### src/rtl/countdown_timer_pkg.sv
// Shared definitions for the BCD mm:ss countdown timer: state encoding,
// per-digit limits and the default alarm duration.
package countdown_timer_pkg;

  typedef enum logic [1:0] {
    ST_IDLE  = 2'd0,
    ST_RUN   = 2'd1,
    ST_PAUSE = 2'd2,
    ST_DONE  = 2'd3
  } state_e;

  localparam logic [3:0] TENS_MAX       = 4'd5;
  localparam logic [3:0] UNITS_MAX      = 4'd9;
  localparam int         ALARM_SECS_DEF = 10;

  // A load is only accepted when every digit is within its own limit.
  function automatic logic bcd_time_legal(input logic [15:0] v);
    return (v[15:12] <= TENS_MAX) && (v[11:8] <= UNITS_MAX) &&
           (v[7:4]   <= TENS_MAX) && (v[3:0]  <= UNITS_MAX);
  endfunction

endpackage

### src/rtl/countdown_timer_bcd_down_digit.sv
// One BCD down-counting digit that wraps from 0 to DIGIT_MAX.
// borrow_out flags that this decrement wraps and must ripple to the next digit.
module bcd_down_digit
  import countdown_timer_pkg::*;
#(
  parameter logic [3:0] DIGIT_MAX = UNITS_MAX
) (
  input  logic       clk,
  input  logic       cr,
  input  logic       load,
  input  logic [3:0] load_digit,
  input  logic       dec,
  output logic [3:0] q,
  output logic       borrow_out
);

  logic [3:0] q_q;
  logic [3:0] q_d;

  always_comb begin
    q_d = q_q;
    if (load) begin
      q_d = load_digit;
    end else if (dec) begin
      q_d = (q_q == 4'd0) ? DIGIT_MAX : q_q - 4'd1;
    end
  end

  always_ff @(posedge clk) begin
    if (cr) begin
      q_q <= 4'd0;
    end else begin
      q_q <= q_d;
    end
  end

  assign q          = q_q;
  assign borrow_out = dec & (q_q == 4'd0);

endmodule

### src/rtl/countdown_timer.sv
// mm:ss BCD countdown timer with load/start/pause strobes, a one-cycle done
// pulse and an alarm that holds for ALARM_SECS ticks; all outputs registered.
module countdown_timer
  import countdown_timer_pkg::*;
#(
  parameter int ALARM_SECS = ALARM_SECS_DEF
) (
  input  logic        clk,
  input  logic        cr,
  input  logic        en_1hz,
  input  logic        load,
  input  logic [15:0] load_val,
  input  logic        start,
  input  logic        pause,
  output logic [15:0] out,
  output logic        busy,
  output logic        done,
  output logic        alarm,
  output logic        load_err
);

  localparam int CNT_W = (ALARM_SECS < 2) ? 1 : $clog2(ALARM_SECS + 1);

  state_e             state_q, state_d;
  logic [CNT_W-1:0]   cnt_q, cnt_d;
  logic               busy_q, done_q, alarm_q, load_err_q;
  logic               done_d, load_err_d;

  logic               digits_load;
  logic [15:0]        digits_bus;
  logic               run_tick;
  logic [3:0]         q_secu, q_sect, q_minu, q_mint;
  logic               b_secu, b_sect, b_minu, borrow_unused;
  logic               out_zero;

  assign out      = {q_mint, q_minu, q_sect, q_secu};
  assign out_zero = (out == 16'h0000);

  always_comb begin
    state_d     = state_q;
    cnt_d       = cnt_q;
    done_d      = 1'b0;
    load_err_d  = 1'b0;
    digits_load = 1'b0;
    digits_bus  = load_val;
    run_tick    = 1'b0;

    // A load outside RUN claims the edge whether or not it is legal.
    if (load && state_q != ST_RUN) begin
      if (bcd_time_legal(load_val)) begin
        digits_load = 1'b1;
        state_d     = ST_IDLE;
        cnt_d       = '0;
      end else begin
        load_err_d  = 1'b1;
      end
    end else if (start && state_q == ST_IDLE && !out_zero) begin
      state_d = ST_RUN;
    end else if (start && state_q == ST_PAUSE) begin
      state_d = ST_RUN;
    end else if (start && state_q == ST_DONE) begin
      digits_load = 1'b1;
      digits_bus  = 16'h0000;
      state_d     = ST_IDLE;
      cnt_d       = '0;
    end else if (pause && state_q == ST_RUN) begin
      state_d = ST_PAUSE;
    end else if (en_1hz) begin
      case (state_q)
        ST_RUN: begin
          run_tick = !out_zero;
          if (out == 16'h0001) begin
            state_d = ST_DONE;
            done_d  = 1'b1;
            cnt_d   = '0;
          end
        end
        ST_DONE: begin
          if (cnt_q == CNT_W'(ALARM_SECS - 1)) begin
            state_d = ST_IDLE;
            cnt_d   = '0;
          end else begin
            cnt_d   = cnt_q + 1'b1;
          end
        end
        default: ;
      endcase
    end
  end

  always_ff @(posedge clk) begin
    if (cr) begin
      state_q    <= ST_IDLE;
      cnt_q      <= '0;
      busy_q     <= 1'b0;
      done_q     <= 1'b0;
      alarm_q    <= 1'b0;
      load_err_q <= 1'b0;
    end else begin
      state_q    <= state_d;
      cnt_q      <= cnt_d;
      busy_q     <= (state_d == ST_RUN) || (state_d == ST_PAUSE);
      done_q     <= done_d;
      alarm_q    <= (state_d == ST_DONE);
      load_err_q <= load_err_d;
    end
  end

  assign busy     = busy_q;
  assign done     = done_q;
  assign alarm    = alarm_q;
  assign load_err = load_err_q;

  bcd_down_digit #(.DIGIT_MAX(UNITS_MAX)) u_sec_u (
    .clk(clk), .cr(cr), .load(digits_load), .load_digit(digits_bus[3:0]),
    .dec(run_tick), .q(q_secu), .borrow_out(b_secu)
  );

  bcd_down_digit #(.DIGIT_MAX(TENS_MAX)) u_sec_t (
    .clk(clk), .cr(cr), .load(digits_load), .load_digit(digits_bus[7:4]),
    .dec(b_secu), .q(q_sect), .borrow_out(b_sect)
  );

  bcd_down_digit #(.DIGIT_MAX(UNITS_MAX)) u_min_u (
    .clk(clk), .cr(cr), .load(digits_load), .load_digit(digits_bus[11:8]),
    .dec(b_sect), .q(q_minu), .borrow_out(b_minu)
  );

  // Decrement never runs from 0000, so the top digit's borrow is never taken.
  bcd_down_digit #(.DIGIT_MAX(TENS_MAX)) u_min_t (
    .clk(clk), .cr(cr), .load(digits_load), .load_digit(digits_bus[15:12]),
    .dec(b_minu), .q(q_mint), .borrow_out(borrow_unused)
  );

endmodule

### config.mk
export PLATFORM = sky130hd
export DESIGN_NAME = countdown_timer
export DESIGN_NICKNAME = d
export VERILOG_FILES = /design/src/rtl/countdown_timer_pkg.sv /design/src/rtl/countdown_timer_bcd_down_digit.sv /design/src/rtl/countdown_timer.sv
export SDC_FILE = /design/constraint.sdc
export NUM_CORES = 1
export LEC_CHECK = 0
export BUFFER_PORTS_ARGS = -buffer_cell sky130_fd_sc_hd__buf_2
export CORE_MARGIN = 1
export CORE_UTILIZATION = 57
export CTS_CLUSTER_SIZE = 14
export DETAILED_ROUTE_END_ITERATION = 16
export PLACE_DENSITY = 0.91
export RECOVER_POWER = 50
export SYNTH_ARGS = -nofsm -noshare
export SYNTH_HDL_FRONTEND = slang
export SYNTH_HIERARCHICAL = 1
export SYNTH_SLANG_ARGS = --single-unit
### constraint.sdc
create_clock -name clk -period 5.7 [get_ports clk]
set_input_delay 0.285 -clock clk [delete_from_list [all_inputs] [get_ports clk]]
set_output_delay 0.285 -clock clk [all_outputs]
set_load 0.005 [all_outputs]
==> After elaboration in Yosys (flattened, before gate mapping) <==
Index checks and enable logic that the tools add are counted.
{ "word_totals": {"register_bits": 26, "latchBits": 0, "ramBits": 0, "mem_bits_ro": 0, "input_bits": 22, "output_inout_bits": 20, "elab_cells": 115, "mem_count": 0} }
{ "op_classes": {"n_addsub": 5, "n_mul": 0, "div_mod_pow": 0, "magnitude_cmp": 4, "n_eq_ne": 14, "n_shift": 0, "mux": 50, "bitwise_logic": 6, "n_reduce_logical": 26} }
{ "op_table": {"columns": ["cell", "n"], "rows": [
  ["$mux 4", 21],
  ["$mux 16", 4],
  ["$mux 2", 9],
  ["$eq 16x1->1 const B", 1],
  ["$logic_not 16->1", 1],
  ["$logic_not 4->1", 4],
  ["$sub 4x1->4 const B", 4],
  ["$mux 1", 14],
  ["$logic_and 1x1->1", 9],
  ["$eq 2x2->1 const B", 4],
  ["$le 4x3->1 const B", 2],
  ["$le 4x4->1 const B", 2],
  ["$pmux 4 s2", 1],
  ["$reduce_bool 2->1", 4],
  ["$reduce_or 8->1", 1],
  ["$reduce_and 7->1", 1],
  ["$add 4x1->4 const B", 1],
  ["$eq 2x1->1 const B", 2],
  ["$eq 4x4->1 const B", 1],
  ["$ne 2x1->1 const B", 2],
  ["$ne 2x2->1 const B", 2],
  ["$ne 4x3->1 const B", 1],
  ["$pmux 2 s2", 1],
  ["$reduce_bool 4->1", 1],
  ["other kinds (8)", 12]
]} }

==> Depth between registers and ports, before layout <==
{ "depth": {"ltp_word": 14, "ltp_mapped": 13, "depth_no_buf": 13} }

==> Hierarchy <==
Netlist, hierarchy kept.
{ "by_module_without_submodules": {"columns": ["mod", "instances", "cells_each", "area_each_um2", "seq_area_each_um2"], "rows": [
  ["countdown_timer", 1, 102, 848.3, 200.2],
  ["bcd_down_digit (u_min_u ...)", 2, 24, 221.5, 80.1],
  ["bcd_down_digit (u_min_t ...)", 2, 23, 203.9, 80.1]
]} }

==> Worst setup path before layout <==
No wires, ideal clock.
{ "synth_timing": {"kind": "reg2reg", "start": "register u_min_u.q_q[2] (netlist: u_min_u/q[2])", "end": "register u_min_t.q_q[1] (netlist: u_min_t/q[1])", "setup_time_ps": 87, "arrival_time_ps": 3486, "required_ps": 5613, "path_slack_ps": 2127, "path_stages_with_launch": 14, "n_path_buf": 0, "period_less_slack_ps": 3573, "path_cell_list": "dfxtp_1 nor4_4 nand4_2 nor2_1 nor4b_1 nor4b_4 nor2b_1 nand2b_4 nor4_1 nor4b_4 nor2b_1 nand2b_4 or3_1 a221oi_2"} }
{ "synth_between": {"elab_chain_cells": 13, "elab_cells_between_ends": 20, "cone_classes": "mux: 12; bitwise: 3; reduce/logical: 5"} }
{ "synth_lines": {"columns": ["item", "line_no", "source"], "rows": [
  ["from (decl)", "countdown_timer_bcd_down_digit.sv:17", "logic [3:0] q_q;"],
  ["from (signal assigned)", "countdown_timer_bcd_down_digit.sv:33", "q_q <= q_d;"],
  ["$logic_not 16->1 (*)", "countdown_timer.sv:37", "assign out_zero = (out == 16'h0000);"],
  ["$logic_not 1->1 (*)", "countdown_timer.sv:57, countdown_timer.sv:71", null],
  ["$mux 1", "countdown_timer.sv:69", "case (state_q)"],
  ["$mux 1", "countdown_timer.sv:68", "end else if (en_1hz) begin"],
  ["$mux 1", "countdown_timer.sv:66", "end else if (pause && state_q == ST_RUN) begin"],
  ["$mux 1", "countdown_timer.sv:61", "end else if (start && state_q == ST_DONE) begin"],
  ["$mux 1", "countdown_timer.sv:59", "end else if (start && state_q == ST_PAUSE) begin"],
  ["$mux 1 (*)", "countdown_timer.sv:57", "end else if (start && state_q == ST_IDLE && !out_zero) begin"],
  ["$mux 1 (*)", "countdown_timer.sv:49", "if (load && state_q != ST_RUN) begin"],
  ["via run_tick", "countdown_timer.sv:31", "logic run_tick;"],
  ["$and 1x1->1 (*)", "countdown_timer_bcd_down_digit.sv:38", "assign borrow_out = dec & (q_q == 4'd0);"],
  ["via b_secu", "countdown_timer.sv:33", "logic b_secu, b_sect, b_minu, borrow_unused;"],
  ["$and 1x1->1 (*)", "countdown_timer_bcd_down_digit.sv:38", null],
  ["via b_sect", "countdown_timer.sv:33", null],
  ["$and 1x1->1 (*)", "countdown_timer_bcd_down_digit.sv:38", null],
  ["via b_minu", "countdown_timer.sv:33", null],
  ["$reduce_bool 2->1 (no source line) (*)", null, null],
  ["to (signal assigned)", "countdown_timer_bcd_down_digit.sv:33", null],
  ["to (decl)", "countdown_timer_bcd_down_digit.sv:17", null]
]} }
The timed path passes the listed nets; every way through them passes the cells marked *.
A chain may end at the register's enable or synchronous reset.

==> Worst setup path after layout <==
{ "layout_timing": {"start": "register u_sec_t.q_q[1] (netlist: u_sec_t/q[1])", "end": "register u_min_t.q_q[1] (netlist: u_min_t/q[1])"} }
{ "layout_between": {"elab_chain_cells": 13, "elab_cells_between_ends": 20, "cone_classes": "mux: 12; bitwise: 3; reduce/logical: 5"} }
{ "layout_lines": {"columns": ["item", "line_no"], "rows": [
  ["from (decl)", "countdown_timer_bcd_down_digit.sv:17"],
  ["from (signal assigned)", "countdown_timer_bcd_down_digit.sv:33"],
  ["$logic_not 16->1 (*)", "countdown_timer.sv:37"],
  ["$logic_not 1->1 (*)", "countdown_timer.sv:57, countdown_timer.sv:71"],
  ["$mux 1", "countdown_timer.sv:69"],
  ["$mux 1", "countdown_timer.sv:68"],
  ["$mux 1", "countdown_timer.sv:66"],
  ["$mux 1", "countdown_timer.sv:61"],
  ["$mux 1", "countdown_timer.sv:59"],
  ["$mux 1 (*)", "countdown_timer.sv:57"],
  ["$mux 1 (*)", "countdown_timer.sv:49"],
  ["via run_tick", "countdown_timer.sv:31"],
  ["$and 1x1->1 (*)", "countdown_timer_bcd_down_digit.sv:38"],
  ["via b_secu", "countdown_timer.sv:33"],
  ["$and 1x1->1 (*)", "countdown_timer_bcd_down_digit.sv:38"],
  ["via b_sect", "countdown_timer.sv:33"],
  ["$and 1x1->1 (*)", "countdown_timer_bcd_down_digit.sv:38"],
  ["via b_minu", "countdown_timer.sv:33"],
  ["$reduce_bool 2->1 (no source line) (*)", null]
]} }
Marked as above.

==> impl_metrics.tcl <==
set metrics [dict create \
    status "finished, final reports clean" \
    portBuffers 41 \
    slew_headroom_pct 57.17 \
    area_growth_pct 15.15 \
    cts_hold_buf 0 \
    yosysWarnings 6 \
    total_power_w 0.0004424 \
    dieArea_sq_mm 0.003192 \
    htreeDepth 1 \
    grt_max_degree 24 \
    num_vias 1633 \
    drive_gt1_share_pct 25.74 \
    fin_crit_sh_pct 72.03 \
    fin_util_pct 70.09 \
    grt_pass1_wl_mm 6.065 \
    reg2reg_from "u_sec_t/q[1]" \
    gr-total-overflow 0 \
    wl_per_cell_um 13.87 \
    drtPass1Iterations 4 \
    cts_tree "built" \
    setup.worst_path.start "u_sec_t/q[1]" \
    routed_via_density 6.093 \
    tightest_slew_ps 633.5 \
    finalInstanceArea_sq_mm 0.001949 \
    multi_input_area_sq_mm 0.001085 \
    cp-start-kind "flip-flop" \
    die_x_um 56.50 \
    power_density_mw_per_mm2 227.0 \
    placed_cells 264 \
    crit_fanout 8 \
    totalWireLength_mm 3.718 \
    critPathSlowestCell "nor4b_1" \
    drtIter0Drc 94 \
    path_class "flip-flop to flip-flop" \
    core_sq_mm 0.002781 \
    postSynthAreaPerCell_sq_um 8.681 \
    crit_path_cell_trace "nor4_1 -> nand4_2 -> nor2_1 -> nor4b_1 -> nor4b_4 -> nor2b_1 -> nand2b_4 -> nor4_1 -> nor4b_4 -> nor2b_1 -> nand2b_4 -> or3_1 -> a221oi_2" \
    cts-root-buf "clkbuf_4" \
    period_needed_ps 4106 \
    slowest_delay_ps 550 \
    routabilityCongestion 0.8270 \
    grt_pass1_vias 1346 \
    finalHoldViolCount 0 \
    clock_latency_ps 340 \
    fmax_ghz 0.2436 \
    clk_pin_slew_ps 150 \
    synth_area_sq_mm 0.001693 \
    synthCells 195 \
    setup_viol 0 \
    rsz0062_at_grt "false" \
    final.setup.tns_ps 0 \
    drcViolationCount 0 \
    numCtsBuffers 3 \
    irDropWorstVdd_mv 0.1464 \
    stdcell_count 268 \
    die_y_um 56.50 \
    hold_path.startpoint "pause" \
    ctsLongestPathBuffers 2 \
    placed_area_sq_mm 0.001917 \
    post-dp-hpwl_mm 2.726 \
    antenna_found_initial 0 \
    critPathCaptureType "flip-flop" \
    grt_usage_pct 23.91 \
    hold_class "input pin to flip-flop" \
    synth_nets 220 \
    start_util_pct 60.86 \
    seqCellArea_sq_um 520.5 \
    nFillCells 237 \
    diodes 0 \
    total_leakage_power_nw 0.7869 \
    placementRows 19 \
    worstPathRequired_ps 5960 \
    clock_sinks 26 \
    ios 42 \
    skew_ps 6.686 \
    cts_resized 0 \
    critPathArrivalTime_ps 4370 \
    cts_setup_buffers 0 \
    slew_violations 0 \
    ant_nets 0 \
    maxCapViolCount 0 \
    nets 263 \
]
==> per-layer routing <==
metal | global-route usage [%] | share of wire [%] | vias up
met4 | 10.80 | 2.3 | 0
li1 | - | - | 806
met1 | 31.70 | 46 | 771
met2 | 38.82 | 47 | 47
met5 | 0 | 0 | -
met3 | 2.765 | 4.5 | 9
==> through the flow <==
step / setup WS (ps) / hold WS (ps)
floorplan: 2135 / 349.6
global placement: 1982 / 486.2
detailed placement: 1715 / 499.9
CTS: 1663 / 264.9
global route: 1302 / 253.1
finish: 1594 / 262.9
==> worst max-delay path: cells and delay by family, from the launching register on <==
| family | cells | cell delay (ps) |
|---|---|---|
| simple gates | 12 | 3300 |
| flops | 1 | 500 |
| compound gates | 1 | 210 |
==> worst paths after layout <==
path / end / slack, ps / cells after the start
max: u_min_t/q[1] / 1590 / 13
min: done / 260 / 3
max reg2reg: u_min_t/q[1] / 1590 / 13
min reg2reg: cnt_q[3] / 540 / 2
==> cell usage in the layout (no fill, tap or decap), types with 2 or more instances in the layout <==
master,n
nand3_1,3
ha_1,3
xnor2_1,2
clkbuf_4,3
and2_1,18
clkbuf_1,4
nor2_1,16
nor2b_1,5
nand4b_1,2
nand2b_1,4
or3_1,6
nor4b_1,2
nor4_1,2
nor4_4,2
inv_1,12
o311ai_0,3
a221oi_2,4
buf_2,37
a311oi_1,2
xor2_1,4
nor4b_4,2
a211oi_2,2
a221oi_1,2
o31a_2,2
a41oi_1,2
nor3_2,2
nand2_1,18
o21ai_0,9
or4_1,3
nand2b_4,2
a21oi_1,13
dfxtp_1,26
==> where the power goes <==
| part | internal, W | total (W) | switching (W) |
|---|---|---|---|
| combinational | 0.0000461 | 0.0000949 | 0.0000489 |
| clock | 0.0000713 | 0.000131 | 0.0000596 |
| sequential | 0.000194 | 0.000217 | 0.0000226 |
| total | 0.000311 | 0.000442 | 0.000131 |
==> layout make-up <==
| class | count | share of cell area [%] |
|---|---|---|
| multi-input cells | 153 | 55.65 |
| flip-flops and latches | 26 | 26.70 |
| well taps | 31 | 1.990 |
| inverters | 12 | 2.311 |
| clock inverters | 1 | 1.540 |
| repair buffers | 42 | 10.65 |
| clock buffers | 3 | 1.155 |
==> sequential cells by signal, summed over array words and instances, names as in the netlist <==
signal / flops
cnt_q: 4
u_min_t/q: 4
u_min_u/q: 4
u_sec_t/q: 4
u_sec_u/q: 4
state_q: 2
alarm: 1
busy: 1
done: 1
load_err: 1
Power figures use the tool's default switching activity.
